$ cat src/rtl/interrupt_ctrl_pkg.sv
// ----------------------------------------------------------------------------
// interrupt_ctrl_pkg
// Shared types and constants for the interrupt controller:
//   - CPU register map (factor flags at 0xF00.., enable masks at 0xF10..)
//   - register index and interrupt vector index enums
//   - per-register valid-bit masks and save-state bus addresses
// ----------------------------------------------------------------------------
package interrupt_ctrl_pkg;

   localparam int          NUM_REGS       = 5;
   localparam int          NUM_VECTORS    = 15;
   localparam logic [11:0] ADDR_FLAG_BASE = 12'hF00;
   localparam logic [11:0] ADDR_MASK_BASE = 12'hF10;
   localparam logic [7:0]  SS_ADDR_FLAGS  = 8'h30;
   localparam logic [7:0]  SS_ADDR_MASKS  = 8'h31;

   // Offset of each register inside the flag block and the mask block.
   typedef enum logic [2:0] {
      REG_T  = 3'd0,
      REG_SW = 3'd1,
      REG_PT = 3'd2,
      REG_SR = 3'd3,
      REG_K0 = 3'd4
   } reg_idx_e;

   // Bit position of each source in interrupt_req.
   typedef enum logic [3:0] {
      IRQ_TIMER      = 4'd0,
      IRQ_STOPWATCH  = 4'd1,
      IRQ_PROG_TIMER = 4'd2,
      IRQ_K0         = 4'd3,
      IRQ_SERIAL     = 4'd4
   } irq_vec_e;

   // Implemented bits of each register nibble; the rest always read 0.
   // Packed index 4 is leftmost (REG_K0) down to index 0 (REG_T).
   localparam logic [NUM_REGS-1:0][3:0] FLAG_VALID = {4'h1, 4'h1, 4'h1, 4'h3, 4'hF};
   localparam logic [NUM_REGS-1:0][3:0] MASK_VALID = {4'hF, 4'h1, 4'h1, 4'h3, 4'hF};

   // True when addr selects one of the NUM_REGS registers of the block at base.
   function automatic logic reg_hit(input logic [11:0] addr, input logic [11:0] base);
      return (addr[11:4] == base[11:4]) && (addr[3:0] < 4'(NUM_REGS));
   endfunction

endpackage

$ cat src/rtl/interrupt_ctrl_input_edge_detect.sv
// ----------------------------------------------------------------------------
// input_edge_detect
// Two-flop synchroniser for asynchronous button pins followed by a
// falling-edge detector. All flops advance only on clk_en edges so the
// detector runs at the CPU rate.
// Ports:
//   clk, reset_n  clock and asynchronous active-low reset
//   clk_en        CPU-rate enable
//   pins   [W]    raw asynchronous pin levels
//   fall   [W]    1 while a synchronised 1->0 transition is pending
// ----------------------------------------------------------------------------
module input_edge_detect #(
   parameter int W = 4
) (
   input  logic         clk,
   input  logic         reset_n,
   input  logic         clk_en,
   input  logic [W-1:0] pins,
   output logic [W-1:0] fall
);

   logic [W-1:0] sync1_q;
   logic [W-1:0] sync2_q;
   logic [W-1:0] prev_q;

   // NOTE: sequential state uses non-blocking assignments so every flop
   // samples the pre-edge value of its neighbour and the chain shifts by one.
   always_ff @(posedge clk or negedge reset_n) begin
      if (!reset_n) begin
         sync1_q <= '0;
         sync2_q <= '0;
         prev_q  <= '0;
      end else if (clk_en) begin
         sync1_q <= pins;
         sync2_q <= sync1_q;
         prev_q  <= sync2_q;
      end
   end

   assign fall = prev_q & ~sync2_q;

endmodule

$ cat src/rtl/interrupt_ctrl.sv
// ----------------------------------------------------------------------------
// interrupt_ctrl
// Interrupt factor flags and enable masks for a 4-bit CPU. Source pulses set
// sticky factor flags; a CPU read of a flag register returns and clears it.
// interrupt_req is a pure combinational function of flags and masks.
// Ports:
//   clk, reset_n, clk_en          clock, async active-low reset, CPU-rate enable
//   timer_tick[4], stopwatch_tick[2], prog_timer_zero, serial_done  sources
//   input_k0[4]                   asynchronous button pins K00-K03
//   memory_*                      CPU register bus (read data is combinational)
//   interrupt_req[15]             per-vector request, bits [14:5] tied 0
//   ss_bus_*                      save-state access to flags (0x30) and masks (0x31)
// Configuration:
//   INTERRUPT_SAVESTATE_EN  when defined the ss_bus is live; otherwise
//                           ss_bus_out is 0 and ss_bus inputs are ignored.
// Save-state word layout: one nibble per register, [3:0]=T, [7:4]=SW,
//   [11:8]=PT, [15:12]=SR, [19:16]=K0. Whole nibbles are stored so a
//   save/restore round trip is bit-exact; logic uses only the valid bits.
// ----------------------------------------------------------------------------
module interrupt_ctrl
   import interrupt_ctrl_pkg::*;
(
   input  logic        clk,
   input  logic        reset_n,
   input  logic        clk_en,
   input  logic [3:0]  timer_tick,
   input  logic [1:0]  stopwatch_tick,
   input  logic        prog_timer_zero,
   input  logic        serial_done,
   input  logic [3:0]  input_k0,
   input  logic [11:0] memory_addr,
   input  logic        memory_write_en,
   input  logic        memory_read_en,
   input  logic [3:0]  memory_write_data,
   output logic [3:0]  memory_read_data,
   output logic [NUM_VECTORS-1:0] interrupt_req,
   input  logic [31:0] ss_bus_in,
   input  logic [7:0]  ss_bus_addr,
   input  logic        ss_bus_wren,
   input  logic        ss_bus_reset_n,
   output logic [31:0] ss_bus_out
);

   logic [NUM_REGS-1:0][3:0] flag_q, flag_nxt, flag_v;
   logic [NUM_REGS-1:0][3:0] mask_q, mask_nxt, mask_v;
   logic [NUM_REGS-1:0][3:0] set;
   logic [3:0]               k0_fall;
   logic                     flag_hit;
   logic                     mask_hit;
   logic [2:0]               idx;

   input_edge_detect #(.W(4)) u_k0_edge (
      .clk     (clk),
      .reset_n (reset_n),
      .clk_en  (clk_en),
      .pins    (input_k0),
      .fall    (k0_fall)
   );

   assign flag_hit = reg_hit(memory_addr, ADDR_FLAG_BASE);
   assign mask_hit = reg_hit(memory_addr, ADDR_MASK_BASE);
   assign idx      = memory_addr[2:0];

   // NOTE: every always_comb output gets a default first so no path leaves
   // it unassigned, which would otherwise infer a latch.
   always_comb begin
      set                 = '0;
      set[REG_T]          = timer_tick;
      set[REG_SW][1:0]    = stopwatch_tick;
      set[REG_PT][0]      = prog_timer_zero;
      set[REG_SR][0]      = serial_done;
      set[REG_K0][0]      = |(k0_fall & mask_q[REG_K0]);
   end

   // Read-clear first, then OR in this cycle's pulse so a coincident
   // source event is never lost.
   always_comb begin
      flag_nxt = flag_q;
      mask_nxt = mask_q;
      for (int i = 0; i < NUM_REGS; i++) begin
         if (memory_read_en && flag_hit && (idx == 3'(i)))
            flag_nxt[i] = '0;
         flag_nxt[i] = flag_nxt[i] | set[i];
         if (memory_write_en && mask_hit && (idx == 3'(i)))
            mask_nxt[i] = memory_write_data & MASK_VALID[i];
      end
   end

   always_ff @(posedge clk or negedge reset_n) begin
      if (!reset_n) begin
         flag_q <= '0;
         mask_q <= '0;
      end else begin
`ifdef INTERRUPT_SAVESTATE_EN
         // Save-state access acts on any clk edge so state can be captured
         // or restored while the CPU is stalled (clk_en=0).
         if (!ss_bus_reset_n) begin
            flag_q <= '0;
            mask_q <= '0;
         end else if (ss_bus_wren && (ss_bus_addr == SS_ADDR_FLAGS)) begin
            flag_q <= ss_bus_in[19:0];
         end else if (ss_bus_wren && (ss_bus_addr == SS_ADDR_MASKS)) begin
            mask_q <= ss_bus_in[19:0];
         end else if (clk_en) begin
            flag_q <= flag_nxt;
            mask_q <= mask_nxt;
         end
`else
         if (clk_en) begin
            flag_q <= flag_nxt;
            mask_q <= mask_nxt;
         end
`endif
      end
   end

   always_comb begin
      for (int i = 0; i < NUM_REGS; i++) begin
         flag_v[i] = flag_q[i] & FLAG_VALID[i];
         mask_v[i] = mask_q[i] & MASK_VALID[i];
      end
   end

   always_comb begin
      memory_read_data = '0;
      if (memory_read_en) begin
         if (flag_hit)
            memory_read_data = flag_v[idx];
         else if (mask_hit)
            memory_read_data = mask_v[idx];
      end
   end

   // K0 is gated by EK0 at flag-set time, so its request is the flag alone.
   always_comb begin
      interrupt_req                 = '0;
      interrupt_req[IRQ_TIMER]      = |(flag_v[REG_T]  & mask_v[REG_T]);
      interrupt_req[IRQ_STOPWATCH]  = |(flag_v[REG_SW] & mask_v[REG_SW]);
      interrupt_req[IRQ_PROG_TIMER] = flag_v[REG_PT][0] & mask_v[REG_PT][0];
      interrupt_req[IRQ_K0]         = flag_v[REG_K0][0];
      interrupt_req[IRQ_SERIAL]     = flag_v[REG_SR][0] & mask_v[REG_SR][0];
   end

`ifdef INTERRUPT_SAVESTATE_EN
   always_comb begin
      ss_bus_out = '0;
      if (ss_bus_addr == SS_ADDR_FLAGS)
         ss_bus_out = 32'(flag_q);
      else if (ss_bus_addr == SS_ADDR_MASKS)
         ss_bus_out = 32'(mask_q);
   end
   logic unused_ss;
   assign unused_ss = ^ss_bus_in[31:20];
`else
   assign ss_bus_out = '0;
   logic unused_ss;
   assign unused_ss = ^{ss_bus_in, ss_bus_addr, ss_bus_wren, ss_bus_reset_n};
`endif

endmodule
$ cat config.mk
export PLATFORM = sky130hd
export DESIGN_NAME = interrupt_ctrl
export DESIGN_NICKNAME = d
export VERILOG_FILES = /design/src/rtl/interrupt_ctrl_pkg.sv /design/src/rtl/interrupt_ctrl_input_edge_detect.sv /design/src/rtl/interrupt_ctrl.sv
export SDC_FILE = /design/constraint.sdc
export NUM_CORES = 1
export LEC_CHECK = 0
export BUFFER_PORTS_ARGS = -buffer_cell sky130_fd_sc_hd__buf_2
export CAP_MARGIN = 20
export CORE_ASPECT_RATIO = 1.5
export CORE_UTILIZATION = 29
export DETAILED_ROUTE_END_ITERATION = 10
export PLACE_DENSITY = 0.65
export REMOVE_ABC_BUFFERS = 1
export SETUP_SLACK_MARGIN = 0.4
export SKIP_CTS_REPAIR_TIMING = 1
export SLEW_MARGIN = 40
export SYNTH_ARGS = -nofsm -noshare
export SYNTH_HDL_FRONTEND = slang
export SYNTH_SLANG_ARGS = --single-unit
$ cat constraint.sdc
create_clock -name clk -period 2.05 [get_ports clk]
set_input_delay 0.41 -clock clk [delete_from_list [all_inputs] [get_ports clk]]
set_output_delay 0.41 -clock clk [all_outputs]
set_load 0.1 [all_outputs]
==> Flow_metrics.wiki, run 1 <==
{| class="wikitable"
! Metric !! Value
|-
| Setup repair after global routing missed its margin || yes
|-
| Horizontal die dimension || 69.3 um
|-
| Crit path cell chain || mux4_2 > nor2_2 > a21oi_1 > o2111a_1 > buf_12
|-
| Detailed-routing iteration count for the pre-antenna-repair pass || 4
|-
| Y dimension of the die || 103 um
|-
| Final net count || 310
|-
| Worst flop-to-flop path startpoint || mask_q[16]
|-
| Clock edge transition at the registers on the reported setup and hold paths || 80 ps
|-
| Total number of placement rows || 36
|-
| Routability-driven placement congestion ratio || 0.838
|-
| Fraction of power spent switching nets || 40.6%
|-
| Status || finished with violations
|-
| Clock Tree Root || sky130_fd_sc_hd__clkbuf_8
|-
| CTS tree || built
|-
| Count of buffer and inverter cells on the critical path || 1
|-
| Power per standard cell area || 705 mW/mm^2
|-
| Routed Wire Length || 4.00 mm
|-
| Count of mapped cells out of synthesis || 185
|-
| Worst-skew pair later-pin latency || 290 ps
|-
| Via total after detailed routing || 1431
|-
| Endpoint arrival time on the critical path || 1800 ps
|-
| Total of endpoints with negative setup slack in the final report || 5
|-
| Overall track demand over capacity in global routing || 11.7%
|-
| Final routed DRC violation total || 0
|-
| Number of buffer cells added on primary ports || 41
|-
| Static Leak || 1.14 nW
|-
| Combinational Power Share || 29.2%
|-
| Detailed router's first-iteration violation count || 101
|-
| Sort of element at the end of the critical path || primary output
|-
| Yosys warns || 0
|-
| Switching Power || 0.000687 W
|-
| Final Hold Vio Count || 0
|-
| Critical setup path kind || register to primary output
|-
| Delay contributed by the slowest stage of the critical path || 480 ps
|-
| Clock buffers created by TritonCTS || 5
|-
| Synth Area per Inst || 10.7 um^2
|-
| Starting utilization of the core area || 30.2%
|-
| Maximum buffer depth of the clock tree || 2
|-
| Floorplan die area || 0.00714 mm^2
|-
| HPWL after DPL || 3.17 mm
|-
| Area of the mapped netlist || 0.00197 mm^2
|-
| Register share of total power || 41.7%
|-
| Required time worst endpoint || 1640 ps
|-
| Sequential element share of the synthesized area || 41.9%
|-
| Largest net degree at the start of global routing || 34
|-
| Routed len/inst || 12.8 um
|-
| Fraction of layout cells with a size suffix above 1 || 42.4%
|-
| Violations in the final reports || setup timing
|-
| Overflow left after global routing || 0
|-
| Clock Skews || 8.18 ps
|-
| Hold slack || 159 ps
|-
| Final min period || 2210 ps
|-
| Critical path fanouts, max || 3
|-
| Final setup slack of the worst path || -160 ps
|-
| Initial antenna violation count || 0
|-
| Total negative slack || -527 ps
|-
| Path category of the worst min-delay check || input port to asynchronous set/reset pin
|-
| Number of maximum-capacitance constraint violations || 0
|-
| Slew Viols, Final || 0
|-
| Max-slew headroom || 52.8%
|-
| Count of fill cells added during filler insertion || 659
|-
| Layout-stage area growth over the synthesis result || 21.8%
|-
| Depth of the CTS H-tree || 2
|-
| CP max-delay cell || sky130_fd_sc_hd__mux4_2
|-
| Number of register bits inferred by synthesis || 33
|-
| Type of element launching the critical path || register
|-
| Final core occ || 36.8%
|-
| Transition time at the pin with the least slew margin || 707 ps
|-
| Ratio of final minimum period to clock period || 108%
|-
| Count of different cell masters after synthesis || 33
|-
| Floorplan Core Area || 0.00653 mm^2
|-
| Boundary Pins || 126
|-
| VDD IR max || 0.252 mV
|-
| Clock network fraction of total power || 29.1%
|-
| Number of antenna repair diodes || 0
|-
| Cell family contributing the most delay on the critical path || multiplexers
|-
| Internal power summed over all cells || 0.00101 W
|-
| Highest clock frequency the design can meet || 452 MHz
|-
| Post-route antenna net violation count || 0
|-
| Ratio of routed vias to standard cells || 4.59
|-
| Number of global-route vias before repair || 1355
|-
| Global-route wire length before repair || 6.37 mm
|-
| Origin of the worst setup path || flag_q[12]
|-
| Total clock sinks || 33
|}
area by class of cell:
class / instances / area (um^2) / area share, %
multi-input cells: 143 / 1000 / 41.7
flip-flops and latches: 33 / 826 / 34.4
repair buffers: 52 / 387 / 16.1
well taps: 76 / 95.1 / 3.96
clock buffers: 5 / 68.8 / 2.87
clock inverters: 3 / 22.5 / 0.938
sequential cells by signal, summed over array words and instances (netlist names):
| register | flops |
|---|---|
| flag_q | 8 |
| u_k0_edge.prev_q | 4 |
| interrupt_req | 1 |
| mask_q | 12 |
| u_k0_edge.sync1_q | 4 |
| u_k0_edge.sync2_q | 4 |
layer usage:
| layer | global-route usage [%] | part of all wire (%) |
|---|---|---|
| met5 | 0 | 0 |
| met4 | 6.12 | 3.4 |
| met3 | 3.91 | 7.8 |
| met2 | 22.0 | 53 |
| met1 | 11.2 | 36 |
worst reg2reg max path, stage by stage, from the launching register on:
cell	delay, ps
sky130_fd_sc_hd__dfrtp_1	400
sky130_fd_sc_hd__nand3b_1	90
sky130_fd_sc_hd__o21ai_0	70
sky130_fd_sc_hd__o21ai_0	190
sky130_fd_sc_hd__nand2_1	60
power groups by stage:
stage	clock network (W)	registers, W	logic (W)
finish	0.000493	0.000706	0.000494
global route	0.000530	0.000713	0.000515
CTS	0.000505	0.000707	0.000489
detailed placement	0	0.000720	0.000488
global placement	0	0.000717	0.000485
floorplan	0	0.000720	0.000396
cells in the final DEF (no fill, tap or decap), drive strengths merged, types with 4 or more instances in the layout:
cell type,instances
buf,50
a22o,8
o21ai,5
conb,42
mux2i,6
dfrtp,33
nor2,8
mux2,24
clkbuf,7
nand3,4
nand2,13
nand3b,4
stage by stage:
| stage | power [W] | instances | setup slack (ps) | area, um^2 |
|---|---|---|---|---|
| 2_1_floorplan | 0.00112 | 176 | -1010 | 1780 |
| 3_3_place_gp | 0.00120 | 302 | -368 | 2200 |
| 3_5_place_dp | 0.00121 | 302 | -376 | 2200 |
| 4_1_cts | 0.00170 | 310 | -311 | 2290 |
| 5_1_grt | 0.00176 | 312 | -194 | 2400 |
| 6_report | 0.00169 | 312 | -160 | 2400 |
synth_stat cells:
cell                         n  area [um^2]
sky130_fd_sc_hd__or4b_1      1         10.0
sky130_fd_sc_hd__or3_1       1         6.26
sky130_fd_sc_hd__nand2b_1    2         12.5
sky130_fd_sc_hd__o2111a_1    1         11.3
sky130_fd_sc_hd__nor2_1      8         30.0
sky130_fd_sc_hd__and4bb_2    1         12.5
sky130_fd_sc_hd__mux2_2     24          270
sky130_fd_sc_hd__buf_1       1         3.75
sky130_fd_sc_hd__mux2i_1     6         60.1
sky130_fd_sc_hd__nand2_1    13         48.8
sky130_fd_sc_hd__mux4_2      1         22.5
sky130_fd_sc_hd__a21oi_1     3         15.0
sky130_fd_sc_hd__o2bb2ai_1   1         8.76
sky130_fd_sc_hd__and2_1      2         12.5
sky130_fd_sc_hd__conb_1      1         3.75
sky130_fd_sc_hd__nor2b_1     1         6.26
sky130_fd_sc_hd__clkbuf_1    6         22.5
sky130_fd_sc_hd__or4b_4      2         27.5
sky130_fd_sc_hd__nand4bb_1   1         11.3
sky130_fd_sc_hd__nor4_1      1         6.26
sky130_fd_sc_hd__nor3_1      3         15.0
sky130_fd_sc_hd__a22o_1      8         70.1
sky130_fd_sc_hd__buf_4      43          323
sky130_fd_sc_hd__dfrtp_1    33          826
sky130_fd_sc_hd__a31oi_1     2         12.5
sky130_fd_sc_hd__nand3_1     4         20.0
sky130_fd_sc_hd__a22oi_1     2         15.0
sky130_fd_sc_hd__o21a_1      1         7.51
sky130_fd_sc_hd__nand3b_1    4         30.0
sky130_fd_sc_hd__nand4b_1    1         8.76
sky130_fd_sc_hd__o21ai_0     5         25.0
sky130_fd_sc_hd__o221ai_1    1         8.76
sky130_fd_sc_hd__or3_2       1         7.51
cell families after synthesis:
| group | count (synthesis) | synth area share (%) |
|---|---|---|
| buffers and inverters | 50 | 17.7 |
| AND/OR/NAND/NOR | 46 | 13.5 |
| flip-flops | 33 | 41.9 |
| multiplexers | 31 | 17.9 |
| AO/OA/AOI/OAI | 24 | 8.83 |
| other | 1 | 0.190 |
path summary, 6_finish.rpt:
check	to	slack (ps)	cells after the start
worst max-delay path	memory_read_data[0]	-160	5
worst min-delay path	flag_q[5]	160	1
worst max register to register	interrupt_req[3]	1120	4
worst min register to register	u_k0_edge.sync2_q[1]	500	1
max in group asynchronous	u_k0_edge.sync1_q[1]	1420	1
min in group clk	flag_q[12]	310	3
No activity file was read; power rests on OpenSTA's default activity.
==> run 2: changes to the inputs <==
- SETUP_SLACK_MARGIN: 0.4 -> 0.15
==> run 2 against run 1 <==
Net effect: the flow still finishes with violations (setup timing); global-route usage did not move; first-iteration DRC count decreased by 23%; utilization decreased by 0.75 points; final area fell by 2.0%; routed wire length shrank 1.5%; cell count down 0.32%; count of clock-buffer cells in the layout did not move; register-to-register slack hardly changed; hold slack about the same; sequential share of layout area rose by 0.71 points; critical path type unchanged; sequential power barely moved; highest routed layer unchanged; critical path depth did not move.
==> Flow_metrics.wiki, run 2 (synthesized netlist as in run 1, its figures left out) <==
{| class="wikitable"
! Metric !! Value
|-
| Status || finished with violations
|-
| Violations in the final reports || setup timing
|-
| Routed len/inst || 12.7 um (-1.2%)
|-
| Number of buffer cells added on primary ports || 41 (unchanged)
|-
| Worst-skew pair later-pin latency || 290 ps (about the same)
|-
| Clock Tree Root || sky130_fd_sc_hd__clkbuf_8
|-
| Floorplan die area || 0.00714 mm^2 (unchanged)
|-
| VDD IR max || 0.250 mV (-0.77%)
|-
| Path category of the worst min-delay check || input port to asynchronous set/reset pin
|-
| Overall track demand over capacity in global routing || 11.7% (unchanged)
|-
| Combinational Power Share || 29.1% (about the same)
|-
| Ratio of routed vias to standard cells || 4.59 (about the same)
|-
| Power per standard cell area || 719 mW/mm^2 (+1.9%)
|-
| Sort of element at the end of the critical path || primary output
|-
| Highest clock frequency the design can meet || 453 MHz (about the same)
|-
| Count of fill cells added during filler insertion || 659 (unchanged)
|-
| Register share of total power || 41.8% (about the same)
|-
| Detailed router's first-iteration violation count || 78 (-23%)
|-
| Final Hold Vio Count || 0 (unchanged)
|-
| Post-route antenna net violation count || 0 (unchanged)
|-
| Starting utilization of the core area || 30.2% (unchanged)
|-
| Final min period || 2210 ps (-1.60 ps)
|-
| Fraction of power spent switching nets || 40.6% (about the same)
|-
| Register with the highest flop count || mask_q
|-
| Maximum buffer depth of the clock tree || 2 (unchanged)
|-
| Finished Cell Area || 0.00235 mm^2 (-2.0%)
|-
| Global-route wire length before repair || 6.37 mm (unchanged)
|-
| Via total after detailed routing || 1427 (-0.28%)
|-
| Delay contributed by the slowest stage of the critical path || 480 ps (about the same)
|-
| Fraction of layout cells with a size suffix above 1 || 40.4% (-1.9 points)
|-
| Depth of the CTS H-tree || 2 (unchanged)
|-
| Detailed-routing iteration count for the pre-antenna-repair pass || 4 (unchanged)
|-
| Type of element launching the critical path || register
|-
| Total of endpoints with negative setup slack in the final report || 5 (unchanged)
|-
| Clock Skews || 8.97 ps (+0.793 ps)
|-
| Y dimension of the die || 103 um (unchanged)
|-
| CP max-delay cell || sky130_fd_sc_hd__mux4_2
|-
| Static Leak || 1.13 nW (-0.84%)
|-
| Ratio of final minimum period to clock period || 108% (about the same)
|-
| CTS tree || built
|-
| Crit path cell chain || mux4_2 > nor2_2 > a21oi_1 > o2111a_1 > buf_12
|-
| Switching Power || 0.000686 W (-0.23%)
|-
| Internal power summed over all cells || 0.00100 W (about the same)
|-
| Total negative slack || -517 ps (+9.71 ps)
|-
| Overall power after layout || 0.00169 W (-0.15%)
|-
| Critical setup path kind || register to primary output
|-
| Horizontal die dimension || 69.3 um (unchanged)
|-
| Slew Viols, Final || 0 (unchanged)
|-
| Max-slew headroom || 52.9% (about the same)
|-
| Routability-driven placement congestion ratio || 0.838 (unchanged)
|-
| Clock edge transition at the registers on the reported setup and hold paths || 80 ps (about the same)
|-
| Count of buffer and inverter cells on the critical path || 1 (unchanged)
|-
| Number of antenna repair diodes || 0 (unchanged)
|-
| Endpoint arrival time on the critical path || 1800 ps (about the same)
|-
| Hold slack || 160 ps (+0.241 ps)
|-
| Initial antenna violation count || 0 (unchanged)
|-
| Clock network fraction of total power || 29.1% (about the same)
|-
| Most frequent cells in the layout || sky130_fd_sc_hd__conb_1, sky130_fd_sc_hd__buf_2, sky130_fd_sc_hd__dfrtp_1
|-
| Clock buffers created by TritonCTS || 5 (unchanged)
|-
| HPWL after DPL || 3.17 mm (unchanged)
|-
| Final routed DRC violation total || 0 (unchanged)
|-
| Total number of placement rows || 36 (unchanged)
|-
| Total clock sinks || 33 (unchanged)
|-
| DP Area || 0.00220 mm^2 (unchanged)
|-
| Layout-stage area growth over the synthesis result || 19.4%
|-
| Transition time at the pin with the least slew margin || 707 ps (-0.720 ps)
|-
| Setup repair after global routing missed its margin || yes
|-
| Routed Wire Length || 3.94 mm (-1.5%)
|-
| Cell family contributing the most delay on the critical path || multiplexers
|-
| Overflow left after global routing || 0 (unchanged)
|-
| Number of global-route vias before repair || 1355 (unchanged)
|-
| Largest net degree at the start of global routing || 34 (unchanged)
|-
| Critical path fanouts, max || 3 (unchanged)
|-
| Number of maximum-capacitance constraint violations || 0 (unchanged)
|-
| Final setup slack of the worst path || -159 ps (+1.60 ps)
|-
| Most common cell after layout, fill and taps aside || sky130_fd_sc_hd__conb_1
|-
| Final net count || 309 (-0.32%)
|-
| Pre-CTS setup slack || -376 ps (unchanged)
|-
| Registers with the highest flip-flop counts || mask_q x12, flag_q x8
|-
| Required time worst endpoint || 1640 ps (about the same)
|-
| Floorplan Core Area || 0.00653 mm^2 (unchanged)
|-
| Boundary Pins || 126 (unchanged)
|-
| Max reg flops || 12 (unchanged)
|}
==> run 2: cell count changes in the layout (fill, tap and decap cells not counted), moves of 2 or more <==
cell                       delta
sky130_fd_sc_hd__buf_2        +4
sky130_fd_sc_hd__clkbuf_4     -2
sky130_fd_sc_hd__o21ai_0      +2
sky130_fd_sc_hd__o21ai_2      -2
==> run 2: per-layer routing <==
metal | share of wire (%) | global-route usage [%] | up-vias | wire length [um]
met5 | 0 | 0 | - | 0
met4 | 2.9 | 6.12 | 0 | 114
met3 | 7.9 | 3.91 | 11 | 311
met2 | 53 | 22.0 | 75 | 2090
met1 | 36 | 11.2 | 676 | 1420
li1 | - | - | 665 | -
==> run 2: area by class of cell <==
class,count,area (um^2),share of cell area (%)
well taps,76,95.1,4.04
clock buffers,5,68.8,2.93
flip-flops and latches,33,826,35.1
clock inverters,3,22.5,0.957
multi-input cells,143,987,42.0
repair buffers,51,353,15.0
==> run 2: worst paths after layout <==
path / cells past startpoint / start / slack (ps) / endpoint
setup / recovery: 5 / flag_q[0] / -160 / memory_read_data[0]
hold / removal: 1 / reset_n / 160 / flag_q[5]
setup reg to reg: 4 / mask_q[16] / 1120 / interrupt_req[3]
hold reg to reg: 1 / u_k0_edge.sync1_q[1] / 500 / u_k0_edge.sync2_q[1]
max in group asynchronous: 1 / reset_n / 1420 / u_k0_edge.sync1_q[1]
min in group clk: 3 / serial_done / 310 / flag_q[12]
==> run 2: metrics by stage <==
step	instances	utilization, %
after floorplan	176	-
after global placement	302	33.7
after detailed placement	302	33.7
after CTS	310	35.1
after global routing	311	36.0
final	311	36.0
==> run 2: power groups by stage <==
stage	clock (W)	sequential (W)	combinational, W
6_report	0.000492	0.000706	0.000492
5_1_grt	0.000530	0.000713	0.000513
4_1_cts	0.000505	0.000707	0.000489
3_5_place_dp	0	0.000720	0.000488
3_3_place_gp	0	0.000717	0.000485
2_1_floorplan	0	0.000720	0.000396
==> run 3: changes to the inputs <==
- CORE_MARGIN: not set -> 5
- CTS_BUF_LIST: not set -> sky130_fd_sc_hd__clkbuf_8
- SETUP_SLACK_MARGIN: 0.15 -> not set
==> run 3 against run 2 <==
Net effect: total power rose by 8.8%; critical path type is now input port to primary output; final area rose by 2.1%; sequential share of layout area fell by 0.71 points; the flow still finishes with violations (setup timing); clock power rose by 29%; routed wire length rose by 12%; register-to-register slack got worse by 40 ps; fmax barely moved; utilization rose by 0.50 points; largest cell class unchanged; cell count rose by 0.96%; combinational power rose by 1%.
==> Flow_metrics.wiki, run 3 (synthesized netlist as in run 1, its figures left out) <==
{| class="wikitable"
! Metric !! Value
|-
| Status || finished with violations
|-
| Violations in the final reports || setup timing
|-
| Routed len/inst || 14.1 um (+11%)
|-
| Worst-skew pair later-pin latency || 280 ps (about the same)
|-
| Max reg flops || 12 (unchanged)
|-
| Registers with the highest flip-flop counts || mask_q x12, flag_q x8
|-
| Total clock sinks || 33 (unchanged)
|-
| Critical path fanouts, max || 3 (unchanged)
|-
| Pre-CTS setup slack || -405 ps (-28.9 ps)
|-
| Endpoint arrival time on the critical path || 1800 ps (about the same)
|-
| Count of fill cells added during filler insertion || 648 (-1.7%)
|-
| Largest net degree at the start of global routing || 34 (unchanged)
|-
| Depth of the CTS H-tree || 2 (unchanged)
|-
| R2r worst-path depth || 4 (unchanged)
|-
| Most frequent cells in the layout || sky130_fd_sc_hd__conb_1, sky130_fd_sc_hd__buf_2, sky130_fd_sc_hd__dfrtp_1
|-
| Boundary Pins || 126 (unchanged)
|-
| Maximum buffer depth of the clock tree || 2 (unchanged)
|-
| Overall track demand over capacity in global routing || 9.93% (-1.7 points)
|-
| Required time worst endpoint || 1640 ps (about the same)
|-
| Worst flop-to-flop path startpoint || mask_q[16]
|-
| Flop2flop setup slack || 1080 ps (-40 ps)
|-
| Area taken by multi-input logic gates || 978 um^2 (-0.89%)
|-
| Floorplan die area || 0.00858 mm^2 (+20%)
|-
| Type of element launching the critical path || input port
|-
| Via total after detailed routing || 1449 (+1.5%)
|-
| Static Leak || 1.16 nW (+3.3%)
|-
| Slew Viols, Final || 0 (unchanged)
|-
| Highest clock frequency the design can meet || 453 MHz (about the same)
|-
| Final min period || 2210 ps (-2.12 ps)
|-
| Initial antenna violation count || 0 (unchanged)
|-
| Post-route antenna net violation count || 0 (unchanged)
|-
| Detailed router's first-iteration violation count || 67 (-14%)
|-
| Layout-stage area growth over the synthesis result || 21.8%
|-
| Final routed DRC violation total || 0 (unchanged)
|-
| Reg2Reg Capture Point || interrupt_req[3]
|-
| Total of endpoints with negative setup slack in the final report || 5 (unchanged)
|-
| Floorplan Core Area || 0.00658 mm^2 (+0.69%)
|-
| HPWL after DPL || 3.47 mm (+9.5%)
|-
| Total number of placement rows || 36 (unchanged)
|-
| Overflow left after global routing || 0 (unchanged)
|-
| Number of antenna repair diodes || 0 (unchanged)
|-
| Horizontal die dimension || 77.3 um (+12%)
|-
| Ratio of final minimum period to clock period || 108% (about the same)
|-
| Clock buffers created by TritonCTS || 5 (unchanged)
|-
| Detailed-routing iteration count for the pre-antenna-repair pass || 4 (unchanged)
|-
| Number of buffer cells added on primary ports || 41 (unchanged)
|-
| Register with the highest flop count || mask_q
|-
| Clock edge transition at the registers on the reported setup and hold paths || 60 ps (-20 ps)
|-
| Worst setup path endpoint || memory_read_data[0]
|-
| Number of maximum-capacitance constraint violations || 0 (unchanged)
|-
| Most common cell after layout, fill and taps aside || sky130_fd_sc_hd__conb_1
|-
| Y dimension of the die || 111 um (+7.8%)
|-
| Finished Cell Area || 0.00240 mm^2 (+2.1%)
|-
| Total negative slack || -638 ps (-121 ps)
|-
| Routed Wire Length || 4.43 mm (+12%)
|-
| DP Area || 0.00223 mm^2 (+1.0%)
|-
| Starting utilization of the core area || 30.0% (-0.21 points)
|-
| CTS tree || built
|-
| Sort of element at the end of the critical path || primary output
|-
| Origin of the worst setup path || memory_addr[6]
|-
| Final net count || 312 (+0.97%)
|-
| Routability-driven placement congestion ratio || 0.798 (-4.7%)
|-
| Path category of the worst min-delay check || input port to asynchronous set/reset pin
|-
| Fraction of layout cells with a size suffix above 1 || 40.8% (+0.33 points)
|-
| Power per standard cell area || 766 mW/mm^2 (+6.6%)
|-
| Clock Skews || 6.78 ps (-2.19 ps)
|-
| Clock Tree Root || sky130_fd_sc_hd__clkbuf_8
|-
| Critical setup path kind || input port to primary output
|-
| Sequential cell area in the final layout || 826 um^2 (unchanged)
|-
| VDD IR max || 0.321 mV (+29%)
|-
| Global-route wire length before repair || 6.91 mm (+8.6%)
|-
| Setup repair after global routing missed its margin || yes
|-
| Number of global-route vias before repair || 1445 (+6.6%)
|-
| Final Hold Vio Count || 0 (unchanged)
|-
| Ratio of routed vias to standard cells || 4.61 (+0.57%)
|-
| Final setup slack of the worst path || -156 ps (+2.12 ps)
|-
| Final core occ || 36.5% (+0.50 points)
|-
| Hold slack || 65.8 ps (-93.7 ps)
|}
run 3: final cells by class:
type                            instances  area share (%)
Clock inverter                          2            1.56
Timing Repair Buffer                   54            15.9
Tap cell                               76            3.96
Sequential cell                        33            34.4
Multi-Input combinational cell        143            40.8
Clock buffer                            6            3.44
run 3: layer usage:
layer	track usage, %	share of wire [%]
met1	10.5	38
met5	0	0
met4	3.90	2.4
met2	17.5	50
met3	3.66	10
run 3: worst min path at each step:
stage	cells after the start	slack (ps)	end	start
floorplan	0	110	flag_q[0]	reset_n
global placement	1	490	u_k0_edge.sync2_q[3]	u_k0_edge.sync1_q[3]
detailed placement	1	490	u_k0_edge.sync1_q[3]	u_k0_edge.sync1_q[3]
CTS	1	210	mask_q[19]	reset_n
global route	1	90	u_k0_edge.sync1_q[3]	reset_n
finish	1	70	u_k0_edge.sync1_q[3]	reset_n
run 3: worst max-delay path, stage by stage:
cell and delay [ps]:
sky130_fd_sc_hd__buf_6 90, sky130_fd_sc_hd__or4b_4 560, sky130_fd_sc_hd__nor3_4 190, sky130_fd_sc_hd__buf_6 140
sky130_fd_sc_hd__o2111a_1 220, sky130_fd_sc_hd__buf_12 180
run 3: through the flow:
step / cells / power, W
floorplan: 176 / 0.00112
global placement: 305 / 0.00120
detailed placement: 305 / 0.00121
CTS: 313 / 0.00185
global route: 314 / 0.00191
finish: 314 / 0.00184
run 3: report_power, final:
group	internal, W	switching [W]	leakage [nW]	total [W]
clock network	0.000395	0.000240	0.0574	0.000635
logic	0.0000811	0.000416	0.714	0.000497
registers	0.000688	0.0000191	0.392	0.000707
